### src/rtl/mem_responder.sv
// rtl/mem_responder.sv - request/ack memory responder with read wait states; optional write protect via MEM_RESP_WPROTECT_EN
module mem_responder #(
    parameter int          AW         = 8,
    parameter int          DW         = 8,
    parameter int          LATENCY    = 1,
    parameter int unsigned PROT_LIMIT = 16
) (
    input  logic          clk,
    input  logic          rst,
    input  logic [AW-1:0] addr,
    input  logic [DW-1:0] data,
    input  logic          rden,
    input  logic          wren,
    output logic [DW-1:0] q,
    output logic          ack,
    output logic          busy,
    output logic          conflict,
    output logic          werr
);

    typedef enum logic [1:0] {IDLE, WAIT, ACK} state_t;

    localparam logic [3:0] LOAD = 4'(LATENCY - 1);

`ifdef MEM_RESP_WPROTECT_EN
    localparam bit WPROT = 1'b1;
`else
    localparam bit WPROT = 1'b0;
`endif

    logic [DW-1:0] mem [2**AW];

    state_t        state_q, state_d;
    logic [3:0]    cnt_q, cnt_d;
    logic [AW-1:0] raddr_q, raddr_d;
    logic [DW-1:0] q_q, q_d;
    logic          conflict_q, conflict_d;
    logic          werr_q, werr_d;
    logic          wr_allowed;
    logic          wr_en;

    // With protection compiled out this folds to 1, so werr stays constant 0.
    assign wr_allowed = !WPROT || (32'(addr) >= PROT_LIMIT);

    always_comb begin
        state_d    = state_q;
        cnt_d      = cnt_q;
        raddr_d    = raddr_q;
        q_d        = q_q;
        conflict_d = 1'b0;
        werr_d     = 1'b0;
        wr_en      = 1'b0;
        case (state_q)
            IDLE: begin
                if (wren) begin
                    wr_en      = wr_allowed;
                    werr_d     = !wr_allowed;
                    conflict_d = rden;
                    state_d    = ACK;
                end else if (rden) begin
                    raddr_d = addr;
                    cnt_d   = LOAD;
                    if (LATENCY > 1) begin
                        state_d = WAIT;
                    end else begin
                        // Zero wait states: the accepting edge is also the edge entering ACK.
                        q_d     = mem[addr];
                        state_d = ACK;
                    end
                end
            end
            WAIT: begin
                cnt_d = cnt_q - 4'd1;
                if (cnt_q == 4'd1) begin
                    q_d     = mem[raddr_q];
                    state_d = ACK;
                end
            end
            ACK: begin
                state_d = IDLE;
            end
            default: begin
                state_d = IDLE;
            end
        endcase
    end

    always_ff @(posedge clk or posedge rst) begin
        if (rst) begin
            state_q    <= IDLE;
            cnt_q      <= 4'd0;
            raddr_q    <= '0;
            q_q        <= '0;
            conflict_q <= 1'b0;
            werr_q     <= 1'b0;
        end else begin
            state_q    <= state_d;
            cnt_q      <= cnt_d;
            raddr_q    <= raddr_d;
            q_q        <= q_d;
            conflict_q <= conflict_d;
            werr_q     <= werr_d;
        end
    end

    // The array is deliberately outside reset so committed writes survive it.
    always_ff @(posedge clk) begin
        if (wr_en) begin
            mem[addr] <= data;
        end
    end

    assign q        = q_q;
    assign ack      = (state_q == ACK);
    assign busy     = (state_q != IDLE);
    assign conflict = conflict_q;
    assign werr     = werr_q;

endmodule

### config.mk
export PLATFORM = sky130hd
export DESIGN_NAME = mem_responder
export DESIGN_NICKNAME = d
export VERILOG_FILES = /design/src/rtl/mem_responder.sv
export SDC_FILE = /design/constraint.sdc
export NUM_CORES = 2
export LEC_CHECK = 0
export CAP_MARGIN = 20
export CORE_MARGIN = 1.5
export CORE_UTILIZATION = 50
export DETAILED_ROUTE_END_ITERATION = 10
export PLACE_DENSITY = 0.7
export SYNTH_ARGS = -nofsm -noshare
export SYNTH_HDL_FRONTEND = slang
export SYNTH_SLANG_ARGS = --single-unit
### constraint.sdc
create_clock -name clk -period 2.1 [get_ports clk]
set_input_delay 0.21 -clock clk [delete_from_list [all_inputs] [get_ports clk]]
set_output_delay 0.21 -clock clk [all_outputs]
set_load 0.02 [all_outputs]
==> key figures <==
Run status
  • Outcome: finished, violations left
  • Violated checks: setup timing

Global routing
  • Tot GR Track Use: 27.68%
  • Global route overflow: 0
  • GRT met2 Usage: 43.06%
  • Grt met1 use: 38.59%
  • Initial antenna violation count: 2
  • First-pass GRT wire length: 317,100 µm
  • Global-route met3 utilization: 6.095%
  • Number of global-route vias before repair: 43.58k
  • Largest net degree at the start of global routing: 85
  • Busiest grt layer: met2

Cells and area
  • Fin cells: 6,853
  • Layout cell share with drive strength beyond 1: 40.46%
  • Layout filler cell count: 10.41k
  • Area growth syn-to-layout: 24.92%
  • NumNets Final: 4,623

Die
  • Die X: 402.9 µm
  • Die area: 162,300 µm²
  • Num ports: 32
  • Core Region: 158,600 µm²
  • Die Ht: 402.9 µm
  • Starting density of the core: 50.43%
  • Core Rows: 146

STA
  • Actual slew at the worst max-slew pin: 934.1 ps
  • RSZ-0062 raised after global routing: true
  • Final min period: 2440 ps
  • Worst Skew: 50.43 ps
  • Fin crit share: 116.2%
  • WHS: 67.98 ps
  • Final worst slack: -339.9 ps
  • Count of final setup violators: 9
  • Slew HR: 37.15%
  • Final-report hold violation count: 0
  • Fin. max-slew vios: 0
  • Fmax: 409.8 MHz

Critical path
  • Crit path max fanout: 1
  • Worst path required time: 2840 ps
  • Slowest-stage cell, CP: mux4_2
  • WS Path Type: flip-flop to flip-flop
  • Crit path DAT: 3180 ps
  • Cell-by-cell trace of the critical path: mux4_2, mux2i_1, buf_4, o22ai_4, or3_4, o211ai_1, nand4b_1, o221a_1
  • CP peak stage delay: 480 ps
  • Endpoint type of the worst setup path: flip-flop
  • CP Launch Type: flip-flop

Drt
  • Via count: 43.18k
  • DR pass1 iterations: 5
  • Vias per inst: 6.301
  • DR iter-0 viols: 6,003
  • Drt drc: 0
  • Final WL: 222,300 µm
  • Routed Antenna Nets: 0
  • Wire per inst: 32.43 µm

Synthesis
  • Netlist cell types: 63
  • Syn_nets: 3,783
  • Ys Warns: 0
  • Mapped Avg Cell Area: 21.25 µm²
  • Synth Flop Type: edfxtp_1
  • Number of synthesized register bits: 2,058
  • Sequential area share after synthesis: 77.22%
  • FFs w/ async S/R, synth: 0.4859%
  • Syn Inst Count: 3,763
  • EDFF count, synth: 2,048
  • Syn Std Cell Area: 79,960 µm²

Power
  • Comb pwr share: 6.4%
  • Peak VDD IR: 0.9541 mV
  • Tot Pwr: 0.08642 W
  • Leak: 32.40 nW
  • Clock group share of total power: 41.1%
  • Seq pwr share: 52.5%
  • PD cells: 865.1 nW/µm²
  • Int Power: 0.06736 W
  • Psw: 0.01907 W
  • Switching Share: 22.06%

Clock network
  • Clk_lat worst skew: 870 ps
  • Clock Tree Buf Depth: 3
  • Clock Sinks: 2,058
  • Register clock-pin slew on the reported worst setup and hold paths: 60 ps
  • Total CTS buffers: 200
  • H-tree Lvls: 4
  • TritonCTS clock tree: built
  • Root buf cell: clkbuf_16

Placed design
  • Dpl cells: 6,452
  • Final GP Congestion: 0.9787
  • HPWL after DPL: 148,300 µm
  • Buffers on Ports: 30

Hold path
  • Hold Crit Class: primary input to flip-flop

Job
  • Max Cap Violations: 0
==> cell families (layout without fill, tap and decap cells) <==
family / count (synthesis) / count (layout) / synth area share (%)
muxes: 663 / 663 / 15.90
and+or+nand+nor: 535 / 535 / 2.881
DFF: 2058 / 2058 / 77.22
AOI/OAI and AO/OA: 278 / 278 / 2.430
buffers and inverters: 228 / 1243 / 1.568
other: 1 / 4 / 0.004690
==> power groups by stage <==
stage / logic [W] / clock network (W) / registers (W)
after floorplan: 0.00237 / 0 / 0.0462
after global placement: 0.00528 / 0 / 0.0462
after detailed placement: 0.00535 / 0 / 0.0462
after CTS: 0.00545 / 0.0359 / 0.0453
after global routing: 0.00574 / 0.0374 / 0.0453
final: 0.00556 / 0.0355 / 0.0453
==> sequential cells by signal, indices dropped and copies added (netlist names) <==
signal and count:
conflict 1, mem 2048, state_q 1, q 8
==> Yosys cell counts (4+ instances only) <==
library cell	number	share of area (%)
buf_4	31	0.29
nor2b_1	22	0.17
a21oi_1	35	0.22
o211ai_1	8	0.075
o2111ai_1	5	0.055
nand2b_1	9	0.070
a32oi_1	12	0.13
a22oi_1	60	0.56
mux2_1	5	0.070
nand2_1	99	0.46
nor2_1	294	1.4
inv_1	4	0.019
buf_2	68	0.43
o21ai_1	5	0.031
a31oi_1	9	0.070
a41oi_1	8	0.088
and3_1	9	0.070
nand4_1	15	0.12
a211oi_1	15	0.14
clkbuf_1	82	0.38
mux2i_1	164	2.1
buf_6	24	0.34
nor4_1	8	0.063
nor3_1	17	0.11
edfxtp_1	2048	77
o22ai_1	45	0.35
o41ai_1	5	0.055
o221ai_1	10	0.11
o22a_1	4	0.044
o21ai_0	26	0.16
nand3_1	47	0.29
buf_1	17	0.080
a2111oi_0	5	0.055
dfrtp_1	10	0.31
mux4_2	484	14
mux2_2	10	0.14
==> per-layer routing <==
metal  vias up  routed length, µm
met3       436              23990
met1     22672              84490
met2      2612             105000
met5         -                  0
met4         0               8787
li1      17459                  -
==> cell usage in the layout, fill, tap and decap left out, drive strengths merged, types with 9 or more instances in the layout <==
cell,synthesis,routed
clkinv,1,115
a21oi,35,35
nor3,17,17
edfxtp,2048,2048
a211oi,15,15
o22ai,45,45
bufinv,0,18
dlygate4sd3,0,11
nand3,47,47
buf,141,826
clkbuf,82,245
a31oi,9,9
nand4,15,15
mux4,484,484
nand2b,9,9
inv,4,9
nand2,99,99
and3,9,9
o21ai,31,31
mux2,15,15
o221ai,10,10
dfrtp,10,10
a22oi,60,60
nor2,294,294
mux2i,164,164
a32oi,12,12
nor2b,22,22
==> stage by stage <==
stage	instance area [µm²]	setup slack (ps)	util (%)	setup TNS, ps
3_5_place_dp	92430	-1413	58.29	-474720
6_report	99890	-339.9	63.00	-1329
2_1_floorplan	81890	-226.9	-	-188260
3_3_place_gp	92430	-1401	58.29	-446860
4_1_cts	99510	-276.0	62.76	-1856
5_1_grt	99880	-385.3	62.99	-3955
==> final timing paths <==
path                       depth (start not counted)  startpoint  slack [ps]          to
setup reg to reg                                   8   mem[0][2]        -340        q[2]
min in group asynchronous                          3         rst         340    conflict
max in group asynchronous                          3         rst        1240        q[4]
hold / removal                                     3        wren          70  state_q[1]
setup / recovery                                   8   mem[0][2]        -340        q[2]
hold reg to reg                                    3  state_q[1]         660  state_q[1]
==> area by class of cell <==
cell class	instances	area, µm²	share of cell area, %
flip-flops and latches	2058	61760	61.82
multi-input cells	1477	19010	19.04
repair buffers	861	9990	10.00
clock buffers	234	5154	5.159
well taps	2072	2592	2.595
clock inverters	143	1359	1.360
inverters	5	20.02	0.02004
diodes	3	7.507	0.007515
==> worst max-delay path, delay by kind of cell (launching register included) <==
kind            cells  cell delay (ps)
mux                 2              630
compound gates      3              470
flops               1              370
simple gates        2              710
buf+inv             1              150
==> what timing repair did <==
item	4_1_cts	5_1_grt
gates resized for setup	92	78
endpoints found under the setup margin	252	257
gates cloned	1	1
hold buffers	11	0
pin swaps	24	17
setup buffers	5	4
endpoints found under the hold margin	418	0
No activity file was read; power rests on OpenSTA's default activity.
